## src/rtl/if_prefetch_pkg.sv

```systemverilog
// Shared defaults and types for the decoupled instruction-fetch front end.
// Imported by the fetch queue and the top level.
package if_prefetch_pkg;

    localparam int              DEF_XLEN     = 64;
    localparam int              DEF_DEPTH    = 4;
    localparam logic [63:0]     DEF_RESET_PC = 64'h0000_0000_8000_0000;

    typedef enum logic [1:0] {
        RSP_IGNORE = 2'd0,
        RSP_DROP   = 2'd1,
        RSP_FILL   = 2'd2
    } rsp_action_t;

endpackage

```

## src/rtl/if_prefetch_if.sv

```systemverilog
// Bundles the memory request/response, redirect and decode handshakes of the fetch unit.
// master = fetch unit side, slave = memory/decode/branch environment side.
interface if_prefetch_if #(
    parameter int XLEN = 64
);
    logic            imem_req_valid;
    logic            imem_req_ready;
    logic [XLEN-1:0] imem_req_addr;
    logic            imem_rsp_valid;
    logic [31:0]     imem_rsp_data;
    logic            redirect_valid;
    logic [XLEN-1:0] redirect_pc;
    logic            inst_valid;
    logic            inst_ready;
    logic [31:0]     inst_out;
    logic [XLEN-1:0] inst_pc;

    modport master (
        output imem_req_valid,
        output imem_req_addr,
        input  imem_req_ready,
        input  imem_rsp_valid,
        input  imem_rsp_data,
        input  redirect_valid,
        input  redirect_pc,
        output inst_valid,
        output inst_out,
        output inst_pc,
        input  inst_ready
    );

    modport slave (
        input  imem_req_valid,
        input  imem_req_addr,
        output imem_req_ready,
        output imem_rsp_valid,
        output imem_rsp_data,
        output redirect_valid,
        output redirect_pc,
        input  inst_valid,
        input  inst_out,
        input  inst_pc,
        output inst_ready
    );
endinterface

```

## src/rtl/if_prefetch_fetch_queue.sv

```systemverilog
// DEPTH-slot ring of {pc, inst, filled}; slots are allocated at request time and filled
// in order by responses, so the head is only presented once its instruction has arrived.
module if_prefetch_fetch_queue
    import if_prefetch_pkg::*;
#(
    parameter int XLEN  = DEF_XLEN,
    parameter int DEPTH = DEF_DEPTH,
    parameter int CNT_W = $clog2(DEPTH + 1)
) (
    input  logic             clk,
    input  logic             rst,
    input  logic             flush,
    input  logic             alloc,
    input  logic [XLEN-1:0]  alloc_pc,
    input  logic             fill,
    input  logic [31:0]      fill_data,
    input  logic             consume,
    output logic [CNT_W-1:0] occ,
    output logic [CNT_W-1:0] unfilled,
    output logic             head_valid,
    output logic [31:0]      head_inst,
    output logic [XLEN-1:0]  head_pc
);

    localparam int PTR_W = $clog2(DEPTH);

    logic [XLEN-1:0]  pc_mem   [DEPTH];
    logic [31:0]      inst_mem [DEPTH];
    logic [DEPTH-1:0] filled;
    logic [DEPTH-1:0] filled_next;
    logic [PTR_W-1:0] alloc_ptr;
    logic [PTR_W-1:0] fill_ptr;
    logic [PTR_W-1:0] rd_ptr;

    // The three pointers never address the same slot in a way that conflicts:
    // alloc targets a free slot, fill an allocated one, consume only a filled head.
    always_comb begin
        filled_next = filled;
        if (consume) filled_next[rd_ptr]    = 1'b0;
        if (alloc)   filled_next[alloc_ptr] = 1'b0;
        if (fill)    filled_next[fill_ptr]  = 1'b1;
    end

    always_ff @(posedge clk or negedge rst) begin
        if (!rst) begin
            alloc_ptr <= '0;
            fill_ptr  <= '0;
            rd_ptr    <= '0;
            occ       <= '0;
            unfilled  <= '0;
            filled    <= '0;
        end else if (flush) begin
            alloc_ptr <= '0;
            fill_ptr  <= '0;
            rd_ptr    <= '0;
            occ       <= '0;
            unfilled  <= '0;
            filled    <= '0;
        end else begin
            if (alloc)   alloc_ptr <= alloc_ptr + PTR_W'(1);
            if (fill)    fill_ptr  <= fill_ptr + PTR_W'(1);
            if (consume) rd_ptr    <= rd_ptr + PTR_W'(1);
            occ      <= occ + CNT_W'(alloc) - CNT_W'(consume);
            unfilled <= unfilled + CNT_W'(alloc) - CNT_W'(fill);
            filled   <= filled_next;
        end
    end

    // Payload storage needs no reset; the filled bits gate its visibility.
    always_ff @(posedge clk) begin
        if (alloc) pc_mem[alloc_ptr]  <= alloc_pc;
        if (fill)  inst_mem[fill_ptr] <= fill_data;
    end

    assign head_valid = filled[rd_ptr];
    assign head_inst  = inst_mem[rd_ptr];
    assign head_pc    = pc_mem[rd_ptr];

endmodule

```

## src/rtl/if_prefetch.sv

```systemverilog
// Decoupled fetch front end: sequential prefetch with credit-limited in-flight requests,
// in-order response buffering and redirect flush that discards stale in-flight responses.
module if_prefetch
    import if_prefetch_pkg::*;
#(
    parameter int              XLEN     = DEF_XLEN,
    parameter int              DEPTH    = DEF_DEPTH,
    parameter logic [XLEN-1:0] RESET_PC = XLEN'(DEF_RESET_PC)
) (
    input logic          clk,
    input logic          rst,
    if_prefetch_if.master bus
);

    localparam int CNT_W = $clog2(DEPTH + 1);

    logic [XLEN-1:0]  fetch_pc;
    logic [CNT_W-1:0] drop_cnt;
    logic [CNT_W-1:0] occ;
    logic [CNT_W-1:0] unfilled;
    logic [CNT_W:0]   committed;
    logic             credit;
    logic             req_fire;
    logic             rsp_fire;
    logic             fill;
    logic             consume;
    logic             head_valid;
    rsp_action_t      rsp_action;

    // Slots still owed a response (including stale ones) count against the credit pool.
    assign committed = {1'b0, occ} + {1'b0, drop_cnt};
    assign credit    = committed < (CNT_W + 1)'(DEPTH);

    assign bus.imem_req_valid = rst && credit;
    assign bus.imem_req_addr  = fetch_pc;
    assign req_fire           = bus.imem_req_valid && bus.imem_req_ready;

    // Stale responses are retired before any live slot is filled; a response with
    // nothing outstanding is ignored.
    always_comb begin
        rsp_action = RSP_IGNORE;
        if (bus.imem_rsp_valid) begin
            if (drop_cnt != '0) begin
                rsp_action = RSP_DROP;
            end else if (unfilled != '0) begin
                rsp_action = RSP_FILL;
            end
        end
    end

    assign rsp_fire       = (rsp_action != RSP_IGNORE);
    assign fill           = (rsp_action == RSP_FILL) && !bus.redirect_valid;
    assign bus.inst_valid = head_valid && !bus.redirect_valid;
    assign consume        = bus.inst_valid && bus.inst_ready;

    // On redirect every unfilled slot and any same-cycle request becomes stale,
    // while a same-cycle response retires one of them.
    always_ff @(posedge clk or negedge rst) begin
        if (!rst) begin
            fetch_pc <= RESET_PC;
            drop_cnt <= '0;
        end else if (bus.redirect_valid) begin
            fetch_pc <= bus.redirect_pc & ~XLEN'(3);
            drop_cnt <= drop_cnt + unfilled + CNT_W'(req_fire) - CNT_W'(rsp_fire);
        end else begin
            if (req_fire) begin
                fetch_pc <= fetch_pc + XLEN'(4);
            end
            if (rsp_action == RSP_DROP) begin
                drop_cnt <= drop_cnt - CNT_W'(1);
            end
        end
    end

    if_prefetch_fetch_queue #(
        .XLEN  (XLEN),
        .DEPTH (DEPTH),
        .CNT_W (CNT_W)
    ) u_queue (
        .clk        (clk),
        .rst        (rst),
        .flush      (bus.redirect_valid),
        .alloc      (req_fire),
        .alloc_pc   (fetch_pc),
        .fill       (fill),
        .fill_data  (bus.imem_rsp_data),
        .consume    (consume),
        .occ        (occ),
        .unfilled   (unfilled),
        .head_valid (head_valid),
        .head_inst  (bus.inst_out),
        .head_pc    (bus.inst_pc)
    );

endmodule

```

## src/flat_wrapper.sv

```systemverilog
// flat-port wrapper written by rule: the top's interface ports become plain ports
module if_prefetch_flat import if_prefetch_pkg::*;
#(
    parameter int              XLEN     = DEF_XLEN,
    parameter int              DEPTH    = DEF_DEPTH,
    parameter logic [XLEN-1:0] RESET_PC = XLEN'(DEF_RESET_PC)
)
  (clk, rst, bus_imem_req_valid, bus_imem_req_addr, bus_imem_req_ready, bus_imem_rsp_valid, bus_imem_rsp_data, bus_redirect_valid, bus_redirect_pc, bus_inst_valid, bus_inst_out, bus_inst_pc, bus_inst_ready);
  if_prefetch_if #(.XLEN(XLEN)) bus_i ();
  input logic clk;
  input logic rst;
  output wire logic [$bits(bus_i.imem_req_valid)-1:0] bus_imem_req_valid;
  output wire logic [$bits(bus_i.imem_req_addr)-1:0] bus_imem_req_addr;
  input wire logic [$bits(bus_i.imem_req_ready)-1:0] bus_imem_req_ready;
  input wire logic [$bits(bus_i.imem_rsp_valid)-1:0] bus_imem_rsp_valid;
  input wire logic [$bits(bus_i.imem_rsp_data)-1:0] bus_imem_rsp_data;
  input wire logic [$bits(bus_i.redirect_valid)-1:0] bus_redirect_valid;
  input wire logic [$bits(bus_i.redirect_pc)-1:0] bus_redirect_pc;
  output wire logic [$bits(bus_i.inst_valid)-1:0] bus_inst_valid;
  output wire logic [$bits(bus_i.inst_out)-1:0] bus_inst_out;
  output wire logic [$bits(bus_i.inst_pc)-1:0] bus_inst_pc;
  input wire logic [$bits(bus_i.inst_ready)-1:0] bus_inst_ready;
  assign bus_imem_req_valid = bus_i.imem_req_valid;
  assign bus_imem_req_addr = bus_i.imem_req_addr;
  assign bus_i.imem_req_ready = bus_imem_req_ready;
  assign bus_i.imem_rsp_valid = bus_imem_rsp_valid;
  assign bus_i.imem_rsp_data = bus_imem_rsp_data;
  assign bus_i.redirect_valid = bus_redirect_valid;
  assign bus_i.redirect_pc = bus_redirect_pc;
  assign bus_inst_valid = bus_i.inst_valid;
  assign bus_inst_out = bus_i.inst_out;
  assign bus_inst_pc = bus_i.inst_pc;
  assign bus_i.inst_ready = bus_inst_ready;
  if_prefetch #(.XLEN(XLEN), .DEPTH(DEPTH), .RESET_PC(RESET_PC)) u_core (.clk(clk), .rst(rst), .bus(bus_i));
endmodule
```

## config.mk

```make
export PLATFORM = sky130hd
export DESIGN_NAME = if_prefetch_flat
export DESIGN_NICKNAME = d
export VERILOG_FILES = /design/src/rtl/if_prefetch_pkg.sv /design/src/rtl/if_prefetch_if.sv /design/src/rtl/if_prefetch_fetch_queue.sv /design/src/rtl/if_prefetch.sv /design/src/flat_wrapper.sv
export SDC_FILE = /design/constraint.sdc
export NUM_CORES = 1
export LEC_CHECK = 0
export CORE_UTILIZATION = 41
export DETAILED_ROUTE_END_ITERATION = 8
export PLACE_DENSITY_LB_ADDON = 0.08
export SLEW_MARGIN = 20
export SYNTH_ARGS = -nofsm -noshare
export SYNTH_HDL_FRONTEND = slang
export SYNTH_SLANG_ARGS = --single-unit
```

## constraint.sdc

```tcl
create_clock -name clk -period 3.7 [get_ports clk]
set_clock_uncertainty 0.1 [all_clocks]
set_input_delay 0.74 -clock clk [delete_from_list [all_inputs] [get_ports clk]]
set_output_delay 0.74 -clock clk [all_outputs]
set_load 0.005 [all_outputs]
```

==> key figures <==
Status
  – Status: complete, no violations

Detailed routing
  – Final WL: 44300 um
  – Met3 wire length: 2450 um
  – Via density: 5.29
  – # DRC: 0
  – DR top layer: met5
  – Post-route ant nets: 0
  – 1st-pass router iterations: 5
  – Wire length on met2: 21600 um
  – Avg WL per Cell: 22.3 um
  – Metal-1 WL: 19100 um
  – 1st-iter DRT viols: approximately 660
  – Vias: 10500

Timing
  – Hold slack: 196 ps
  – Setup TNS: 0 ps
  – Upper clock frequency limit: slightly below 300 MHz
  – Worst relative slew slack: 40.1%
  – Final period util: 92.8%
  – Slew Limit Fails: 0
  – Final worst slack: 265 ps
  – Final hold vios: 0
  – Setup-failing EPs final: 0
  – RSZ-0062 raised after global routing: no
  – Fin crit period: 3430 ps
  – Worst-Margin Slew: 899 ps

Clocking
  – CTS root buffer: clkbuf_16
  – Maximum clock insertion buffer count: 3
  – Post-CTS Hold Buffers: 0
  – TritonCTS clock tree: built
  – H-tree Lvls: 2
  – TritonCTS Buffers: 49
  – Clk pin slew, worst setup/hold paths: 60 ps
  – Sink Count: between 400 and 500
  – Worst-skew pair later-pin latency: 570 ps

Global route
  – All-Layer GR Usage: 19.5%
  – Vias in the first global route: 10900
  – Largest net degree at the start of global routing: 86
  – Congestion Overflow GR: 0
  – Initial antenna violation count: 2
  – First-pass GRT wire length: between 60000 and 70000 um

Synthesis
  – Sequential element share of the synthesized area: 71.8%
  – Mapped cell area: 18600 um2
  – Number of synthesized flops with an enable pin: 376
  – Synth cell types: between 40 and 50
  – Syn Inst Count: 1065
  – Syn Area/Cell: between 15 and 20 um2
  – Seq cells post-synth: between 400 and 500
  – Main synth FF type: edfxtp_1
  – Post-synth ARST share: 17.7%
  – Yosys warns: 0

Worst setup path
  – Worst Path Arrival: 2590 ps
  – Worst-path maximum fanout: 28
  – Slowest cell on the critical path: dfrtp_4
  – CP Cell Sequence: buf_12, mux4_2, clkdlybuf4s50_1
  – Crit path launch type: register
  – Kind of critical path: reg2out
  – CP Capture Type: primary output
  – Critical path's largest stage delay: 630 ps
  – Worst EP required: 2860 ps

Pwr
  – Comb pwr share: between 10% and 20%
  – Switching share of total power: 23.0%
  – Peak VDD IR: 0.392 mV
  – LEAKAGE: 7.90 nW
  – NetSw: about 0.0029 W
  – P_int: 0.00966 W
  – Sequential share of power: 49.1%
  – Clock power frac: about two fifths
  – P per Cell Area: 528 nW/um2

Layout
  – Number of fill cells: ~3600
  – Commonest non-fill, non-tap cell in the layout: edfxtp_1
  – Fin util: 53.5%
  – Nets: ~1500
  – Most frequent cells in the layout: edfxtp_1, clkdlybuf4s50_1, mux4_2
  – Finished Layout Cells: 1987
  – Layout overhead on the synthesized area: 28.0%
  – Share of post-route cells with drive strength above 1: 15.9%

Floorplan
  – Die height: 215 um
  – Die footprint: about 46000 um2
  – Total core area: 44400 um2
  – Initial Util: roughly two fifths
  – Row cnt: 77
  – DIE WIDTH: about 210 um
  – I/O pin total: 264

Job
  – Max Cap Violations: 0

Worst hold path
  – Worst hold path type: in2async

Placed design
  – Placer Congestion: 0.747
  – DP Worst Slack: 295 ps
  – PortBufs: 257
  – Number of instances in the placed design: 1897
  – Detailed placement HPWL: 28800 um
[logic make-up after synthesis]
kind of cell               Yosys count  synth area share (%)
AOI/OAI and AO/OA                   95                  3.16
xor gates and xnor gates            44                  2.08
buffers and inverters               86                  1.88
muxes                              102                  11.9
and+or+nand+nor                    253                  7.16
DFF                                457                  71.8
other                                1                0.0202
adders and majority gates           27                  1.98
[through the flow]
step	total power, W	area [um2]
floorplan	0.00692	18600
global placement	0.00781	22100
detailed placement	0.00783	22100
CTS	0.0127	23700
global route	0.0130	23700
finish	0.0125	23700
[worst paths after layout]
kind	endpoint	cells past startpoint	slack [ps]	startpoint
setup / recovery	bus_inst_pc[35]	3	270	u_core.u_queue.rd_ptr[0]
hold / removal	u_core.u_queue.occ[2]	2	200	rst
setup reg to reg	u_core.drop_cnt[2]	12	350	u_core.drop_cnt[2]
hold reg to reg	u_core.u_queue.filled[2]	1	430	u_core.u_queue.filled[2]
max in group asynchronous	u_core.bus.imem_req_addr[63]	3	2170	rst
min in group clk	u_core.u_queue.filled[2]	1	430	u_core.u_queue.filled[2]
[sequential cells by signal, summed over array words and instances, names as in the netlist]
signal	flops
u_core.u_queue.rd_ptr	2
u_core.u_queue.filled	4
u_core.u_queue.inst_mem	128
u_core.u_queue.unfilled	3
u_core.u_queue.alloc_ptr	2
u_core.bus.imem_req_addr	62
u_core.u_queue.fill_ptr	2
u_core.u_queue.occ	3
u_core.u_queue.pc_mem	248
u_core.drop_cnt	3
[layer usage]
metal,track usage [%],vias up
met4,6.36,2
met2,31.7,234
met5,0,-
li1,-,4798
met1,26.1,5411
met3,4.20,68
[cells in the mapped netlist, drive strengths merged, types with 19 or more instances]
cell type | instances | area [um2]
a31oi | 20 | 125
clkbuf | 34 | 128
inv | 30 | 113
buf | 22 | 109
nand2 | 69 | 259
edfxtp | 376 | 11300
nand3 | 23 | 115
nand4 | 25 | 163
ha | 23 | 288
xnor2 | 30 | 263
dfrtp | 80 | 2000
mux4 | 95 | 2140
o21ai | 45 | 225
nor3 | 19 | 95.1
nor2 | 41 | 154
[worst max-delay path: cells and delay by family (launching register included)]
kind	cells	cell delay [ps]
buffers and inverters	2	830
muxes	1	540
DFF	1	630
[repair_timing]
item,in CTS,in global routing
setup endpoints to repair,0,6
buffers inserted,0,1
resized for setup,0,0
endpoints found under the hold margin,0,0
[power by group through the flow]
stage                     clock, W  combinational, W  sequential (W)
after floorplan                  0          0.000732         0.00619
after global placement           0           0.00156         0.00625
after detailed placement         0           0.00156         0.00627
after CTS                  0.00497           0.00157         0.00616
after global routing       0.00516           0.00169         0.00620
final                      0.00485           0.00154         0.00616
[layout make-up]
cell class	instances	area, um2	share of cell area (%)
well taps	592	741	3.12
flip-flops and latches	457	13300	56.1
diodes	1	2.50	0.0105
repair buffers	294	3080	13.0
clock inverters	26	272	1.14
inverters	30	118	0.495
clock buffers	62	1310	5.50
multi-input cells	525	4900	20.6
No activity file was read; power rests on OpenSTA's default activity.
